--- config.mk ---
export PLATFORM = sky130hd
export DESIGN_NAME = operand_shifter
export DESIGN_NICKNAME = d
export VERILOG_FILES = /design/src/rtl/arm_pkg.sv /design/src/rtl/operand_shifter_shift_step.sv /design/src/rtl/operand_shifter.sv
export SDC_FILE = /design/constraint.sdc
export NUM_CORES = 1
export LEC_CHECK = 0
export BUFFER_PORTS_ARGS = -buffer_cell sky130_fd_sc_hd__buf_2
export CAP_MARGIN = 20
export CORE_ASPECT_RATIO = 2
export CORE_MARGIN = 2
export CORE_UTILIZATION = 35
export CTS_BUF_LIST = sky130_fd_sc_hd__clkbuf_8 sky130_fd_sc_hd__clkbuf_16
export DETAILED_ROUTE_END_ITERATION = 8
export SYNTH_ARGS = -nofsm -noshare
export SYNTH_HDL_FRONTEND = slang
export SYNTH_SLANG_ARGS = --single-unit
--- constraint.sdc ---
create_clock -name clk -period 2.4 [get_ports clk]
set_clock_uncertainty 0.15 [all_clocks]
set_input_delay 0 -clock clk [delete_from_list [all_inputs] [get_ports clk]]
set_output_delay 0 -clock clk [all_outputs]
set_load 0.02 [all_outputs]
--- src/rtl/arm_pkg.sv ---
// Shared encodings for the operand shifter: shift types and controller states.
package arm_pkg;

    typedef enum logic [1:0] {
        SH_LSL = 2'b00,
        SH_LSR = 2'b01,
        SH_ASR = 2'b10,
        SH_ROR = 2'b11
    } shift_t;

    typedef enum logic [1:0] {
        ST_IDLE  = 2'b00,
        ST_SHIFT = 2'b01,
        ST_DONE  = 2'b10
    } state_t;

    localparam int CNT_W = 6;

endpackage

--- src/rtl/operand_shifter_shift_step.sv ---
// One combinational shifter slice: shifts by 0..STEP positions, reports the last bit out.
module shift_step
    import arm_pkg::*;
#(
    parameter int STEP = 1
) (
    input  logic [31:0] value_i,
    input  shift_t      type_i,
    input  logic        rrx_i,
    input  logic        rrx_bit_i,
    input  logic [2:0]  amt_i,
    output logic [31:0] value_o,
    output logic        last_o
);

    logic [31:0] v;
    logic        l;

    always_comb begin
        v = value_i;
        l = 1'b0;
        for (int i = 0; i < STEP; i++) begin
            if (3'(i) < amt_i) begin
                case (type_i)
                    SH_LSL: begin
                        l = v[31];
                        v = {v[30:0], 1'b0};
                    end
                    SH_LSR: begin
                        l = v[0];
                        v = {1'b0, v[31:1]};
                    end
                    SH_ASR: begin
                        l = v[0];
                        v = {v[31], v[31:1]};
                    end
                    default: begin
                        // RRX rotates the captured carry in instead of bit 0
                        l = v[0];
                        v = {(rrx_i ? rrx_bit_i : v[0]), v[31:1]};
                    end
                endcase
            end
        end
        value_o = v;
        last_o  = l;
    end

endmodule

--- src/rtl/operand_shifter.sv ---
// Multi-cycle ARM-style operand shifter (LSL/LSR/ASR/ROR, rotated immediate), STEP bits per cycle.
// Define ARM_SHIFT_SPECIAL_EN to decode register amount 0 as LSR#32 / ASR#32 / RRX.
//
// state  | meaning
// IDLE   | waiting for start
// SHIFT  | shifting, remaining count > 0, busy high
// DONE   | result valid, done pulse; may accept a new start
module operand_shifter
    import arm_pkg::*;
#(
    parameter int STEP = 1
) (
    input  logic        clk,
    input  logic        reset_n,
    input  logic        start,
    input  logic        imm_mode,
    input  logic [1:0]  shift_type,
    input  logic [4:0]  amount,
    input  logic [31:0] operand,
    input  logic        carry_in,
    output logic [31:0] result,
    output logic        carry_out,
    output logic        busy,
    output logic        done
);

    if (!(STEP == 1 || STEP == 2 || STEP == 4)) begin : g_step_check
        $error("operand_shifter: STEP must be 1, 2 or 4");
    end

    localparam logic [2:0] STEP3 = 3'(STEP);

    state_t           state_q, state_d;
    logic [31:0]      result_q, result_d;
    logic             carry_q, carry_d;
    logic [CNT_W-1:0] rem_q, rem_d;
    shift_t           type_q, type_d;
    logic             rrx_q, rrx_d;

    logic [CNT_W-1:0] n_dec;
    logic [31:0]      src_dec;
    shift_t           type_dec;
    logic             rrx_dec;

    always_comb begin
        type_dec = shift_t'(shift_type);
        src_dec  = operand;
        n_dec    = {1'b0, amount};
        rrx_dec  = 1'b0;
        if (imm_mode) begin
            type_dec = SH_ROR;
            src_dec  = {24'b0, operand[7:0]};
            n_dec    = {1'b0, operand[11:8], 1'b0};
        end
`ifdef ARM_SHIFT_SPECIAL_EN
        else if (amount == 5'd0) begin
            case (type_dec)
                SH_LSR, SH_ASR: n_dec = 6'd32;
                SH_ROR: begin
                    n_dec   = 6'd1;
                    rrx_dec = 1'b1;
                end
                default: ;
            endcase
        end
`endif
    end

    logic [2:0]       step_amt;
    logic [31:0]      step_val;
    logic             step_last;
    logic [CNT_W-1:0] rem_next;

    assign step_amt = (rem_q < {3'b0, STEP3}) ? rem_q[2:0] : STEP3;
    assign rem_next = rem_q - {3'b0, step_amt};

    shift_step #(.STEP(STEP)) u_step (
        .value_i   (result_q),
        .type_i    (type_q),
        .rrx_i     (rrx_q),
        .rrx_bit_i (carry_q),
        .amt_i     (step_amt),
        .value_o   (step_val),
        .last_o    (step_last)
    );

    logic accept;

    always_comb begin
        state_d  = state_q;
        result_d = result_q;
        carry_d  = carry_q;
        rem_d    = rem_q;
        type_d   = type_q;
        rrx_d    = rrx_q;
        busy     = 1'b0;
        done     = 1'b0;
        accept   = 1'b0;
        case (state_q)
            ST_IDLE: accept = start;
            ST_SHIFT: begin
                busy     = 1'b1;
                result_d = step_val;
                carry_d  = step_last;
                rem_d    = rem_next;
                if (rem_next == '0) state_d = ST_DONE;
            end
            ST_DONE: begin
                done   = 1'b1;
                accept = start;
                if (!start) state_d = ST_IDLE;
            end
            default: state_d = ST_IDLE;
        endcase
        if (accept) begin
            result_d = src_dec;
            carry_d  = carry_in;
            rem_d    = n_dec;
            type_d   = type_dec;
            rrx_d    = rrx_dec;
            state_d  = (n_dec == '0) ? ST_DONE : ST_SHIFT;
        end
    end

    always_ff @(posedge clk) begin
        if (!reset_n) begin
            state_q  <= ST_IDLE;
            result_q <= '0;
            carry_q  <= 1'b0;
            rem_q    <= '0;
            type_q   <= SH_LSL;
            rrx_q    <= 1'b0;
        end else begin
            state_q  <= state_d;
            result_q <= result_d;
            carry_q  <= carry_d;
            rem_q    <= rem_d;
            type_q   <= type_d;
            rrx_q    <= rrx_d;
        end
    end

    assign result    = result_q;
    assign carry_out = carry_q;

endmodule

### After elaboration in Yosys (flattened, before gate mapping)

Cells that the tools add are included.

| storage, ports and cells | value |
|---|---|
| bits in latches | 0 |
| memories kept | 0 |
| flip-flop bits (word level) | 43 |
| logic and storage cells | 49 |
| bits in read-only memories | 0 |
| bits of input ports | 44 |
| memory bits (writable) | 0 |

| operators by class | value |
|---|---|
| multipliers | 0 |
| multiplexer cells | 22 |
| equality and inequality tests | 8 |
| magnitude comparators | 2 |
| div/mod/pow operators | 0 |
| reductions and logical operators | 10 |
| $add $sub $neg | 1 |
| shifts and indexed selects | 0 |
| bitwise gates (word level) | 0 |

Operators by type and width:

| kind | count |
|---|---|
| 32-bit two-way mux | 4 |
| 32-bit one-hot mux with 3 select lines | 1 |
| 6-bit zero test | 2 |
| 6-bit two-way mux | 2 |
| 2-bit two-way mux | 5 |
| 1-bit two-way mux | 7 |
| 6-bit by 1-bit < comparator with 1-bit output (second input constant) | 1 |
| 3-bit inequality test (second input constant) | 2 |
| 2-bit one-hot mux with 3 select lines | 1 |
| 3-bit AND reduction | 2 |
| 6-bit by 3-bit subtractor with 6-bit output | 1 |
| 5-bit two-way mux | 1 |
| 2-bit by 1-bit == test with 1-bit output (second input constant) | 2 |
| 2-bit == test (second input constant) | 2 |
| 2-bit zero test | 2 |
| 2-bit inequality test (second input constant) | 2 |
| 2-bit nonzero test | 2 |
| 1-bit by 3-bit < comparator with 1-bit output (first input constant) | 1 |
| 3-bit two-way mux | 1 |
| 2-bit AND reduction | 1 |
| 2-bit OR reduction | 1 |

### Logic depth before layout (Yosys ltp)

| depth | value |
|---|---|
| depth after elaboration | 7 |
| mapped depth | 8 |
| mapped depth without buffers | 7 |

### Cells and area by module

Synthesis repeated with hierarchy kept, for this count alone.

| unflattened totals | value |
|---|---|
| cell total of the unflattened synthesis | 374 |
| area total of the unflattened synthesis | 2829.0 um^2 |

By module, submodules not included:

| module | cells each | instances | seq. area each (um^2) | area an instance (um^2) |
|---|---|---|---|---|
| operand_shifter | 260 | 1 | 860.8 | 2072.0 |
| shift_step | 114 | 1 | 0.0 | 757.0 |

### Worst setup path before layout

OpenSTA, ideal clock, no wires.

| path | value |
|---|---|
| kind | register to register |
| start | register rem_q[1] |
| end | register state_q[1] |
| data arrival time | 1518 ps |
| data required time | 2133 ps |
| path slack | 616 ps |
| stages on the path, launching flop included | 9 |
| buffers on the path | 1 |
| cells stage by stage | dfxtp_1 -> buf_2 -> inv_1 -> a31o_2 -> ha_1 -> nor2_1 -> xor2_1 -> o21ai_0 -> and4b_1 |

| between the ends | value |
|---|---|
| word-level cells in the longest chain between the ends | 6 |

Ends and longest elaborated chain:

| what | RTL line | RTL |
|---|---|---|
| from (decl) | operand_shifter.sv:36 | `logic [CNT_W-1:0] rem_q, rem_d;` |
| from (signal assigned) | operand_shifter.sv:137 | `rem_q <= rem_d;` |
| 6-bit by 1-bit < comparator with 1-bit output | operand_shifter.sv:74 | `assign step_amt = (rem_q < {3'b0, STEP3}) ? rem_q[2:0] : STEP3;` |
| 3-bit two-way mux | operand_shifter.sv:74 |  |
| 6-bit by 3-bit subtractor with 6-bit output (*) | operand_shifter.sv:75 | `assign rem_next = rem_q - {3'b0, step_amt};` |
| 6-bit zero test (*) | operand_shifter.sv:106 | `if (rem_next == '0) state_d = ST_DONE;` |
| 3-bit inequality test (no line) (*) | -- |  |
| 3-bit AND reduction (no line) (*) | -- |  |
| to (signal assigned) | operand_shifter.sv:134 | `state_q <= state_d;` |
| to (decl) | operand_shifter.sv:33 | `state_t state_q, state_d;` |

Mark *: on every way between the ends. The rest lies on a longest branch, timed or not.
A chain may end at the register's enable or synchronous reset.

### Worst setup path after layout

| path | value |
|---|---|
| start | register state_q[0] |
| end | register result_q[31] (netlist: result[31]) |

| between the ends | value |
|---|---|
| word-level cells in the longest chain between the ends | 5 |
| elaborated cells on any way between the ends | 10 |
| those cells by class | eq/ne (3); mux (2); reduce/logical (5) |

Ends and longest elaborated chain:

| what | RTL line | RTL |
|---|---|---|
| 2-bit == test or 2-bit zero test (tied branches) | operand_shifter.sv:99 | `case (state_q)` |
| 2-bit OR reduction (no line) | -- |  |
| 1-bit two-way mux | operand_shifter.sv:99 |  |
| 2-bit inequality test (no line) or 2-bit nonzero test (tied branches) | -- |  |
| 3-bit AND reduction (no line) | -- |  |
| to (signal assigned) | operand_shifter.sv:135 | `result_q <= result_d;` |
| to (decl) | operand_shifter.sv:34 | `logic [31:0] result_q, result_d;` |

Several ways; a longest one is shown, not always the timed one.

==> impl_results.md <==
- Fin crit share: roughly 92%
- Vias per cell: between 5 and 6
- Int Power: approximately 1700 uW
- Crit path launch type: flip-flop
- Grt total ovfl: 0
- Starting Density: a little over a third
- Root Buffer: clkbuf_16
- First-pass GRT wire length: 11.21 mm
- TNS Setup: 0 ps
- Syn Nets: 315
- Yosys reg bits: 43
- Initial antenna violation count: 0
- Tot Pwr: about 2600 uW
- GRT busiest layer: met2
- Cell Rows: 43
- Detail Route Antenna Nets: 0
- Worst-path clk slew: 60 ps
- Async S/R FF share, synth: 0%
- Core ar.: around 6800 um2
- H-tree depth: 2
- Worst path most repeated cell: dlygate4sd3_1
- CP Cell Sequence: nand2b_4, nor2_1, nand3_1, dlygate4sd3_1, o21ai_1, dlygate4sd3_1
- Post-Syn Instances: 270
- Pins Over Slew Limit: 0
- Deepest clock path buffer count: 2
- Antenna Cells: 0
- Synth-to-Final Area Change: 40.24%
- Synth warn: 0
- Pre-CTS WS: approximately 410 ps
- Min-Delay Path Class: primary input to flip-flop
- Synth cell types: between 40 and 50
- HPWL after detailed placement: between 4 and 5 mm
- Largest net degree at the start of global routing: 47
- Switching pwr: 884.9 uW
- Crit-path max FO: 14
- CP endpoint kind: flip-flop
- Vias: between 2000 and 2500
- CP arrival: around 2200 ps
- Cell Area, Synth: about 2400 um2
- Layout cell share with drive strength beyond 1: between 20% and 30%
- Port bufs: between 70 and 80
- Grt met1 use: between 20 and 25%
- # nets final: 422
- Synth area leaders: dfxtp_1, mux2i_1, a22o_1, a21oi_1, buf_6
- Critical path required time: 2420 ps
- Yosys top cell by area: dfxtp_1
- Avg Inst Size Synth: around 9.0 um2
- Vias in the first global route: between 2000 and 2500
- Clk sinks: 43
- Final Worst Setup Slack: 181.8 ps
- Sequential power share: ~36%
- Clock share of power: 30.4%
- Max-Cap Viols: 0
- Leak Pwr: 0.001577 uW
- Number of enable flip-flop cells after synthesis: 0
- Met2 Use GR: 32.05%
- Wire length per cell: around 15 um
- Placer Congestion: between 0.8 and 0.9
- Crit-path slowest cell: dlygate4sd3_1
- Die area: slightly below 8000 um2
- Highest cell delay on the worst timing path: ~550 ps
- Power share of the combinational group: about a third
- Power per cell area: ~750 nW/um2
- CTS buffer count: 5
- RSZ-0062 raised after global routing: no
- Worst skew pair latency: around 280 ps
- Endpoints failing hold: 0
- Worst slew pin tran: 729.6 ps
- Slew headroom: between 50% and 60%
- Final setup violation count: 0
- 1st-pass router iterations: 4
- Die span in x: ~63 um
- CP Class: flip-flop to flip-flop
- Top-area cell type share of the netlist area: 35.35%
- Final min period: about 2200 ps
- Met3 Track Usage GR: under 10%
- Share of the yosys chip area belonging to registers: approximately 35%
- Post-CTS Setup Bufs: 0
- Maximum VDD drop: between 0.5 and 0.6 mV
- Top FF cell, synth: dfxtp_1
- Status: complete, no violations
- Die height: roughly 120 um
- Peak Freq: around 450 MHz
- All-Layer GR Usage: 17.92%
- CTS tree: built
- Final wirelength: about 6.8 mm
- Initial drt markers: between 80 and 90
- Switching Share: approximately a third
- IO Pins: just under 80
- DRC Markers: 0
## cells in the mapped netlist (2+ instances only)
| cell type | instances |
|---|---|
| a21oi_1 | 49 |
| nor2_4 | 2 |
| nand2_1 | 12 |
| nor3_1 | 4 |
| nor4_1 | 3 |
| inv_1 | 3 |
| a31oi_1 | 3 |
| o21ai_0 | 14 |
| mux2i_1 | 34 |
| buf_6 | 7 |
| nand2b_1 | 3 |
| a21boi_1 | 3 |
| a22o_1 | 30 |
| buf_2 | 9 |
| nor2b_1 | 5 |
| o21ai_1 | 2 |
| nand3_1 | 2 |
| a221oi_1 | 2 |
| buf_4 | 3 |
| nor2_2 | 4 |
| clkbuf_1 | 5 |
| dfxtp_1 | 43 |
| nor2_1 | 9 |
## power groups by stage
stage | clock network, uW | registers [uW] | logic [uW]
floorplan | 0 | 986 | 557
detailed placement | 0 | 941 | 807
finish | 782 | 926 | 867
global route | 824 | 943 | 950
global placement | 0 | 937 | 794
CTS | 791 | 925 | 868
## worst max-delay path: cells and delay by family, from the launching register on
kind | cells | cell delay [ps]
AO/OA/AOI/OAI | 1 | 50
buffers and inverters | 2 | 1090
AND/OR/NAND/NOR | 3 | 420
flip-flops | 1 | 380
## repair_timing
| item | CTS | global route |
|---|---|---|
| hold buffers | 41 | 0 |
| endpoints found under the hold margin | 39 | 0 |
| endpoints found under the setup margin | 0 | 1 |
| resized for setup | 0 | 1 |
## flip-flops by register name (all words and copies together) (netlist names)
| name | flops |
|---|---|
| result | 32 |
| rem_q | 6 |
| state_q | 2 |
| type_q | 2 |
| carry_out | 1 |
## cell families after synthesis
kind of cell,count (synthesis),synth area share [%]
adder cells (fa/ha/maj),1,0.5138
multiplexers,36,14.90
AO/OA/AOI/OAI,114,31.19
AND/OR/NAND/NOR,47,10.28
buffers and inverters,28,7.400
XOR/XNOR,1,0.3598
flip-flops,43,35.35
## layout make-up
cell class | instances | area (um2)
Fill cell | 689 | 3418
Multi-Input combinational cell | 199 | 1406
Sequential cell | 43 | 860.8
Timing Repair Buffer | 124 | 850.8
Clock buffer | 5 | 125.1
Tap cell | 90 | 112.6
Clock inverter | 3 | 43.79
Inverter | 4 | 15.01
## cell usage in the layout, fill, tap and decap left out, types with 3 or more instances in the layout
cell	n
o21ai_0	14
nor2b_1	5
buf_2	78
dlygate4sd3_1	41
mux2i_1	34
dfxtp_1	43
a31oi_1	3
nor3_1	4
nand2_1	12
a21boi_1	3
buf_4	4
nor2_4	3
a21oi_1	49
inv_1	3
nor2_2	3
nor2_1	9
clkbuf_16	5
nor4_1	3
a22o_1	30
## final timing paths
check,from,endpoint,slack [ps],cells after the start
worst max-delay path,state_q[0],result[31],180,6
worst min-delay path,operand[11],result[11],1,4
worst max register to register,state_q[0],result[31],180,6
worst min register to register,rem_q[5],rem_q[5],360,2
## metrics by stage
| step | hold WS (ps) | utilization (%) | cell area [um2] | cells |
|---|---|---|---|---|
| floorplan | -15.11 | - | 2435 | 270 |
| global placement | 87.43 | 41.42 | 2830 | 419 |
| detailed placement | 101.7 | 41.42 | 2830 | 419 |
| CTS | 1.403 | 49.90 | 3410 | 468 |
| global route | 12.68 | 49.97 | 3415 | 468 |
| finish | 1.047 | 49.97 | 3415 | 468 |
## metal layers
metal  share of wire, %  vias up
met4                1.5        0
met5                  0        -
met2                 50       73
met1                 45     1133
li1                   -     1226
met3                3.9        8
No activity file was read; power rests on OpenSTA's default activity.
